## src/rtl/rbfu_pipe.sv

```systemverilog
// Multi-lane reconfigurable NTT/INTT/PWM butterfly unit; opcode travels with its data.
// Latency MUL_LAT+2 cycles after accept (input reg, pre-op reg, MUL_LAT multiplier regs, output reg).
// Whole pipe freezes while the output is held (out_valid && !out_ready); in_ready mirrors that enable.
module rbfu_pipe #(
    parameter int DATA_WIDTH = 12,
    parameter int Q          = 3329,
    parameter int PAIRS      = 2,
    parameter int MUL_LAT    = 1
) (
    input  logic                        clk,
    input  logic                        rst,
    input  logic                        flush,
    input  logic                        in_valid,
    output logic                        in_ready,
    input  logic [1:0]                  opcode,
    input  logic [PAIRS*DATA_WIDTH-1:0] a0,
    input  logic [PAIRS*DATA_WIDTH-1:0] b0,
    input  logic [PAIRS*DATA_WIDTH-1:0] w0,
    input  logic [PAIRS*DATA_WIDTH-1:0] a1,
    input  logic [PAIRS*DATA_WIDTH-1:0] b1,
    input  logic [PAIRS*DATA_WIDTH-1:0] w1,
    output logic                        out_valid,
    input  logic                        out_ready,
    output logic [PAIRS*DATA_WIDTH-1:0] dout0,
    output logic [PAIRS*DATA_WIDTH-1:0] dout1,
    output logic [PAIRS*DATA_WIDTH-1:0] dout2,
    output logic [PAIRS*DATA_WIDTH-1:0] dout3,
    output logic [1:0]                  out_opcode,
    output logic                        busy
);

    localparam int W = DATA_WIDTH;
    localparam int P = PAIRS;
    localparam int L = MUL_LAT;
    localparam logic [W:0]     QW = (W+1)'(Q);
    localparam logic [2*W-1:0] QP = (2*W)'(Q);
    localparam logic [1:0] OP_NTT  = 2'b00;
    localparam logic [1:0] OP_INTT = 2'b01;
    localparam logic [1:0] OP_PWM0 = 2'b10;

    typedef logic [P-1:0][W-1:0] vec_t;

    function automatic logic [W-1:0] mod_add(input logic [W-1:0] x, input logic [W-1:0] y);
        logic [W:0] s;
        s = {1'b0, x} + {1'b0, y};
        if (s >= QW) s = s - QW;
        return W'(s);
    endfunction

    function automatic logic [W-1:0] mod_sub(input logic [W-1:0] x, input logic [W-1:0] y);
        logic [W:0] s;
        s = {1'b0, x} - {1'b0, y};
        if (x < y) s = s + QW;
        return W'(s);
    endfunction

    // Division by 2 mod odd Q: odd values borrow one Q to become even first.
    function automatic logic [W-1:0] mod_half(input logic [W-1:0] x);
        logic [W:0] s;
        s = x[0] ? ({1'b0, x} + QW) : {1'b0, x};
        return W'(s >> 1);
    endfunction

    function automatic logic [W-1:0] mod_mul(input logic [W-1:0] x, input logic [W-1:0] y);
        logic [2*W-1:0] pr;
        pr = (2*W)'(x) * (2*W)'(y);
        return W'(pr % QP);
    endfunction

    logic       en;
    logic       s0_vld, s1_vld;
    logic [1:0] s0_op, s1_op;
    vec_t       s0_a0, s0_b0, s0_w0, s0_a1, s0_b1, s0_w1;
    vec_t       s1_x0, s1_y0, s1_x1, s1_y1, s1_p0, s1_p1;
    vec_t       pre_x0, pre_y0, pre_x1, pre_y1, pre_p0, pre_p1;
    vec_t       prod0, prod1;
    logic [L-1:0] m_vld;
    logic [1:0] m_op [L];
    vec_t       m_m0 [L];
    vec_t       m_m1 [L];
    vec_t       m_p0 [L];
    vec_t       m_p1 [L];
    vec_t       post_d0, post_d1, post_d2, post_d3;
    vec_t       out_d0, out_d1, out_d2, out_d3;

    assign en       = !(out_valid && !out_ready);
    assign in_ready = en;
    assign busy     = s0_vld | s1_vld | (|m_vld) | out_valid;
    assign dout0    = out_d0;
    assign dout1    = out_d1;
    assign dout2    = out_d2;
    assign dout3    = out_d3;

    // Route operands to the two multipliers (x*y) and the two bypass lanes (p) of each pair.
    always_comb begin
        pre_x0 = '0; pre_y0 = '0; pre_x1 = '0; pre_y1 = '0; pre_p0 = '0; pre_p1 = '0;
        for (int p = 0; p < P; p++) begin
            case (s0_op)
                OP_NTT: begin
                    pre_x0[p] = s0_b0[p];  pre_y0[p] = s0_w0[p];
                    pre_x1[p] = s0_b1[p];  pre_y1[p] = s0_w1[p];
                    pre_p0[p] = s0_a0[p];  pre_p1[p] = s0_a1[p];
                end
                OP_INTT: begin
                    pre_x0[p] = mod_sub(s0_b0[p], s0_a0[p]);  pre_y0[p] = s0_w0[p];
                    pre_x1[p] = mod_sub(s0_b1[p], s0_a1[p]);  pre_y1[p] = s0_w1[p];
                    pre_p0[p] = mod_add(s0_a0[p], s0_b0[p]);
                    pre_p1[p] = mod_add(s0_a1[p], s0_b1[p]);
                end
                OP_PWM0: begin
                    pre_x0[p] = s0_a0[p];  pre_y0[p] = s0_a1[p];
                    pre_x1[p] = s0_b0[p];  pre_y1[p] = s0_b1[p];
                    pre_p0[p] = mod_add(s0_a0[p], s0_b0[p]);
                    pre_p1[p] = mod_add(s0_a1[p], s0_b1[p]);
                end
                default: begin
                    pre_x0[p] = s0_b1[p];  pre_y0[p] = s0_w1[p];
                    pre_x1[p] = s0_a0[p];  pre_y1[p] = s0_b0[p];
                    pre_p0[p] = s0_a1[p];
                    pre_p1[p] = mod_add(s0_a1[p], s0_b1[p]);
                end
            endcase
        end
    end

    always_comb begin
        prod0 = '0; prod1 = '0;
        for (int p = 0; p < P; p++) begin
            prod0[p] = mod_mul(s1_x0[p], s1_y0[p]);
            prod1[p] = mod_mul(s1_x1[p], s1_y1[p]);
        end
    end

    always_comb begin
        post_d0 = '0; post_d1 = '0; post_d2 = '0; post_d3 = '0;
        for (int p = 0; p < P; p++) begin
            case (m_op[L-1])
                OP_NTT: begin
                    post_d0[p] = mod_add(m_p0[L-1][p], m_m0[L-1][p]);
                    post_d1[p] = mod_sub(m_p0[L-1][p], m_m0[L-1][p]);
                    post_d2[p] = mod_add(m_p1[L-1][p], m_m1[L-1][p]);
                    post_d3[p] = mod_sub(m_p1[L-1][p], m_m1[L-1][p]);
                end
                OP_INTT: begin
                    post_d0[p] = mod_half(m_p0[L-1][p]);
                    post_d1[p] = mod_half(m_m0[L-1][p]);
                    post_d2[p] = mod_half(m_p1[L-1][p]);
                    post_d3[p] = mod_half(m_m1[L-1][p]);
                end
                OP_PWM0: begin
                    post_d0[p] = m_p0[L-1][p];
                    post_d1[p] = m_p1[L-1][p];
                    post_d2[p] = m_m0[L-1][p];
                    post_d3[p] = m_m1[L-1][p];
                end
                default: begin
                    post_d0[p] = mod_add(m_p0[L-1][p], m_m0[L-1][p]);
                    post_d1[p] = mod_sub(m_m1[L-1][p], m_p1[L-1][p]);
                end
            endcase
        end
    end

    always_ff @(posedge clk or negedge rst) begin
        if (!rst) begin
            s0_vld <= 1'b0; s0_op <= '0;
            s0_a0 <= '0; s0_b0 <= '0; s0_w0 <= '0; s0_a1 <= '0; s0_b1 <= '0; s0_w1 <= '0;
            s1_vld <= 1'b0; s1_op <= '0;
            s1_x0 <= '0; s1_y0 <= '0; s1_x1 <= '0; s1_y1 <= '0; s1_p0 <= '0; s1_p1 <= '0;
            m_vld <= '0;
            for (int i = 0; i < L; i++) begin
                m_op[i] <= '0; m_m0[i] <= '0; m_m1[i] <= '0; m_p0[i] <= '0; m_p1[i] <= '0;
            end
            out_valid <= 1'b0; out_opcode <= '0;
            out_d0 <= '0; out_d1 <= '0; out_d2 <= '0; out_d3 <= '0;
        end else begin
            if (en) begin
                s0_vld <= in_valid; s0_op <= opcode;
                s0_a0 <= a0; s0_b0 <= b0; s0_w0 <= w0; s0_a1 <= a1; s0_b1 <= b1; s0_w1 <= w1;
                s1_vld <= s0_vld; s1_op <= s0_op;
                s1_x0 <= pre_x0; s1_y0 <= pre_y0; s1_x1 <= pre_x1; s1_y1 <= pre_y1;
                s1_p0 <= pre_p0; s1_p1 <= pre_p1;
                m_vld[0] <= s1_vld; m_op[0] <= s1_op;
                m_m0[0] <= prod0; m_m1[0] <= prod1; m_p0[0] <= s1_p0; m_p1[0] <= s1_p1;
                for (int i = 1; i < L; i++) begin
                    m_vld[i] <= m_vld[i-1]; m_op[i] <= m_op[i-1];
                    m_m0[i] <= m_m0[i-1]; m_m1[i] <= m_m1[i-1];
                    m_p0[i] <= m_p0[i-1]; m_p1[i] <= m_p1[i-1];
                end
                out_valid <= m_vld[L-1]; out_opcode <= m_op[L-1];
                out_d0 <= post_d0; out_d1 <= post_d1; out_d2 <= post_d2; out_d3 <= post_d3;
            end
            // Flush wins over the enable so even a stalled pipe empties in one edge.
            if (flush) begin
                s0_vld <= 1'b0; s1_vld <= 1'b0; m_vld <= '0; out_valid <= 1'b0;
            end
        end
    end

endmodule

```

## config.mk

```make
export PLATFORM = sky130hd
export DESIGN_NAME = rbfu_pipe
export DESIGN_NICKNAME = d
export VERILOG_FILES = /design/src/rtl/rbfu_pipe.sv
export SDC_FILE = /design/constraint.sdc
export NUM_CORES = 2
export LEC_CHECK = 0
export ABC_AREA = 1
export BUFFER_PORTS_ARGS = -buffer_cell sky130_fd_sc_hd__buf_2
export CAP_MARGIN = 10
export CORE_ASPECT_RATIO = 0.8
export CORE_UTILIZATION = 38
export CTS_CLUSTER_DIAMETER = 80
export DETAILED_ROUTE_END_ITERATION = 10
export SLEW_MARGIN = 20
export SYNTH_ARGS = -nofsm -noshare
export SYNTH_HDL_FRONTEND = slang
export SYNTH_SLANG_ARGS = --single-unit
```

## constraint.sdc

```tcl
create_clock -name clk -period 19.7 [get_ports clk]
set_clock_uncertainty 0.15 [all_clocks]
set_input_delay 3.94 -clock clk [delete_from_list [all_inputs] [get_ports clk]]
set_output_delay 3.94 -clock clk [all_outputs]
set_load 0.02 [all_outputs]
```

Word-level counts from Yosys, hierarchy flattened
Index checks and enable logic that the tools add are counted.

word-level totals
  register bits after elaboration = 492
  bits of input ports = 151
  output and inout bits = 101
  logic and storage cells = 187

operators by class
  add/subtract/negate cells = 44
  $mul = 4
  divide/modulo/power cells = 4
  $lt $le $gt $ge = 18
  eq/ne operators = 5
  muxes and demuxes = 54
  bitwise logic cells = 3
  reduce and logical (&&, ||, !) cells = 7

operators with widths
  kind                    number
  $pmux 12 s3             10
  $mux 12                 20
  $pmux 12 s2             8
  $add 12x12->12 const B  10
  $lt 12x12->1            10
  $sub 12x12->12          10
  $add 12x12->13          8
  $add 12x12->13 const B  8
  $ge 13x12->1 const B    8
  $mux 13                 8
  $mod 24x12->24 const B  4
  $mul 12x12->24          4
  $sub 12x12->12 const B  8
  $mux 1                  8
  $eq 2x1->1 const B      2
  $eq 2x2->1 const B      2
  $logic_not 2->1         2
  $reduce_or 2->1         2
  $or 1x1->1              3
  $logic_not 1->1         2
  $ne 2x2->1 const B      1
  $logic_and 1x1->1       1

Depth between registers and ports, before layout
  word-level depth = 4
  mapped depth = 134
  mapped depth without buffers = 124

Least setup slack after synthesis
No wires, ideal clock.

  path type = reg-to-reg
  from = reg s1_y0[5] (netlist bit)
  to = reg m_m0[2] (netlist bit)
  arrival time = 14487 ps
  setup slack = 4945 ps
  stages on the path, launching flop included = 115
  period minus slack after synthesis = 14755 ps
  cells stage by stage = dfrtp_1 clkbuf_1 nand2_1 fa_1 inv_1 fa_1 inv_1 fa_1 inv_1 fa_1 inv_1 fa_1 inv_1 ha_1 nand2_1 inv_1 a21oi_2 nand2_2 [79 not listed] nand3_2 nand2_4 nand3_4 buf_12 nand2_1 nand2_1 clkinv_2 ha_1 nand2_1 nor2_1 nand3_1 nand2_2 nand2_2 buf_6 nand2_1 nand2_1 nand3_1 nand2_1

between the ends
  word-level cells in the longest chain between the ends = 2

RTL lines
  what                             RTL line  source
  from (decl)                      74        vec_t s1_x0, s1_y0, s1_x1, s1_y1, s1_p0, s1_p1;
  from (signal assigned)           181       s1_x0 <= pre_x0; s1_y0 <= pre_y0; s1_x1 <= pre_x1; s1_y1 <= pre_y1;
  $mul 12x12->24                   66        pr = (2*W)'(x) * (2*W)'(y);
  $mod 24x12->24                   67        return W'(pr % QP);
  to (signal, indexed assignment)  187       m_m0[i] <= m_m0[i-1]; m_m1[i] <= m_m1[i-1];
  to (decl)                        79        vec_t m_m0 [L];

No other way between the ends.
A chain may end at the register's enable or synchronous reset.

Worst setup path after layout
  from = reg s1_y1[16] (netlist bit)
  to = reg m_m1[14] (netlist bit)

between the ends
  word-level cells in the longest chain between the ends = 2

RTL lines
  what                             RTL line  source
  from (decl)                      74
  from (signal assigned)           181
  $mul 12x12->24                   66
  $mod 24x12->24                   67
  to (signal, indexed assignment)  187
  to (decl)                        80        vec_t m_m1 [L];

No other way between the ends.

==> results.sh <==
export IMPL_grt_pass1_wl_um=416000
export IMPL_synth_cells=12565
export IMPL_clock_sinks=492
export IMPL_post_route_min_period_ns=17.86
export IMPL_arrival_ns=18.28
export IMPL_drcViolationCount=0
export IMPL_hold_class="flip-flop to flip-flop"
export IMPL_cts_tree="done"
export IMPL_hold_ws_ns=0.321
export IMPL_die_x_um=519
export IMPL_cts_made_buffers=68
export IMPL_required_ns=20.12
export IMPL_dieArea_mm2=0.216
export IMPL_crit_type="flip-flop to flip-flop"
export IMPL_path_buf_inv=11
export IMPL_synthTopCellsByArea="nand2_1 17%, dfrtp_1 15%, fa_1 10%"
export IMPL_grt_pass1_vias=73442
export IMPL_yosysSeqAreaShare_pct=15.2
export IMPL_worstPathMaxFanout=21
export IMPL_routed_wl_um=261000
export IMPL_synth_top_cell_by_area="nand2_1"
export IMPL_rows=151
export IMPL_finalSetupViolations=0
export IMPL_grt_antenna_before_repair=39
export IMPL_synth_most_common_cell="nand2_1"
export IMPL_synth_common_cells="3766 x nand2_1, 1934 x inv_1, 962 x nand3_1"
export IMPL_ys_flop_type="dfrtp_1"
export IMPL_max_freq_mhz=56.0
export IMPL_hpwl_um=210000
export IMPL_clk_path_buf_depth=3
export IMPL_nets=13627
export IMPL_grt_max_degree=217
export IMPL_ys_warn_count=0
export IMPL_first_pass_iters=6
export IMPL_slowest_stage="fa_1"
export IMPL_critPathCaptureType="flip-flop"
export IMPL_clk_latency_ns=0.70
export IMPL_grt_use_total_pct=23.9
export IMPL_ys_ff_latch=492
export IMPL_cp_common_cell="nand2_1"
export IMPL_pin_count=252
export IMPL_worst_path_dominant_cell_family="simple AND/OR/NAND/NOR gates"
export IMPL_yosys_area_top_type_share_pct=17.4
export IMPL_dpl_cell_count=15283
export IMPL_syn_num_nets=13656
export IMPL_antenna_left=0
export IMPL_wl_per_cell_um=16.9
export IMPL_io_buffers=251
export IMPL_grt_overflow_total=0
export IMPL_syn_area_mm2=0.0812
export IMPL_htree_levels=3
export IMPL_critical_path_max_stage_delay_ns=0.54
export IMPL_clk_pin_slew_ns=0.06
export IMPL_setup_worst_path_start_class="flip-flop"
export IMPL_gp_congestion=0.959
export IMPL_ys_async_sr_fraction_pct=100
export IMPL_worst_pin_slew_ns=1.15
export IMPL_hold_viol_final=0
export IMPL_status="finished, final reports clean"
export IMPL_fin_crit_sh_pct=90.7
export IMPL_postSynthAreaPerCell_um2=6.47
export IMPL_fin_cells=15430
export IMPL_areaGrowthSynthToFinish_pct=6.90
export IMPL_fp_coreArea_mm2=0.212
export IMPL_initial_core_util_pct=38.3
export IMPL_die_h_um=416
export IMPL_drt_first_iter_violations=6842
export IMPL_vias=79588
export IMPL_drv_cap=0
export IMPL_synth_distinct_cells=77
export IMPL_routed_via_density=5.16
export IMPL_slew_headroom_pct=22.4
export IMPL_drive_gt1_share_pct=11.1
export IMPL_synth_edf_count=0
export IMPL_maxSlewViolCount=0
export IMPL_cts_root_buf="clkbuf_16"
export IMPL_n_fill_cell=22751
-- per-stage QoR --
stage	util [%]	TNS, ns	area [um2]	setup slack, ns
global placement	39.7	0	84100	0.813
CTS	40.9	0	86600	0.810
detailed placement	39.7	0	84100	0.830
floorplan	-	0	81200	4.95
finish	41.0	0	86800	1.84
global route	41.0	-0.0132	86800	-0.0132
-- layout by cell type (no fill, tap or decap), types with 113 or more instances in the layout --
master / count
inv_1: 1932
nor2_2: 113
dfrtp_1: 468
nand4_1: 192
nand2_2: 361
a21oi_1: 505
buf_2: 250
fa_1: 418
ha_1: 518
nand3_1: 962
nand2_1: 3765
nand2_4: 114
o21ai_0: 700
xor2_1: 334
nor2_1: 651
-- layout make-up --
class / instances / area (um2) / area share [%]
inverters: 2032 / 7670 / 8.83
clock buffers: 84 / 1900 / 2.19
multi-input cells: 9644 / 59100 / 68.1
repair buffers: 298 / 1640 / 1.89
well taps: 2830 / 3540 / 4.08
flip-flops and latches: 492 / 12300 / 14.2
diodes: 8 / 20.0 / 0.0231
clock inverters: 42 / 603 / 0.694
-- worst paths after layout --
kind                            cells after the start             startpoint                     to  slack [ns]
worst min-delay path                                1  dout3[22]$_DFFE_PN0N_  dout3[22]$_DFFE_PN0N_        0.32
min in group asynchronous                           1                    rst  out_valid$_DFFE_PN0P_        3.14
worst max-delay path                              107  s1_y1[16]$_DFFE_PN0N_   m_m1[14]$_DFFE_PN0N_        1.84
worst min register to register                      1  dout3[22]$_DFFE_PN0N_  dout3[22]$_DFFE_PN0N_        0.32
worst max register to register                    107  s1_y1[16]$_DFFE_PN0N_   m_m1[14]$_DFFE_PN0N_        1.84
max in group asynchronous                           4                    rst  s1_y0[20]$_DFFE_PN0N_       13.22
-- routing by layer --
metal,part of all wire (%),global-route usage [%],up-vias
met5,0.12,0,-
met4,3.1,7.17,44
met3,6.8,3.28,357
met2,41,35.5,2373
met1,49,35.5,36883
li1,-,-,39931
-- what timing repair did --
action,4_1_cts,5_1_grt
hold buffers,0,0
endpoints found under the setup margin,0,24
hold endpoints to repair,0,0
resized for setup,0,34
buffers inserted,0,11
-- worst reg2reg max path, delay by kind of cell (launching register included) --
| family | cells | cell delay, ns |
|---|---|---|
| AO/OA/AOI/OAI | 4 | 0.92 |
| buffers and inverters | 11 | 0.86 |
| adder cells (fa/ha/maj) | 8 | 3.36 |
| flip-flops | 1 | 0.52 |
| AND/OR/NAND/NOR | 84 | 11.97 |
-- kinds of logic (layout without fill, tap and decap cells) --
logic type / after synthesis / in the layout / synth area share, %
mux: 2 / 2 / 0.0277
compound gates: 1767 / 1767 / 13.0
buf+inv: 2429 / 2456 / 12.2
other cells: 0 / 8 / 0
simple gates: 6544 / 6544 / 37.0
xor+xnor: 391 / 391 / 4.22
flops: 492 / 492 / 15.2
fa+ha+maj: 940 / 940 / 18.3
Power is left out: the tool's default activity adds up to more than one toggle a clock period on the data nets, which glitch-free logic cannot reach.
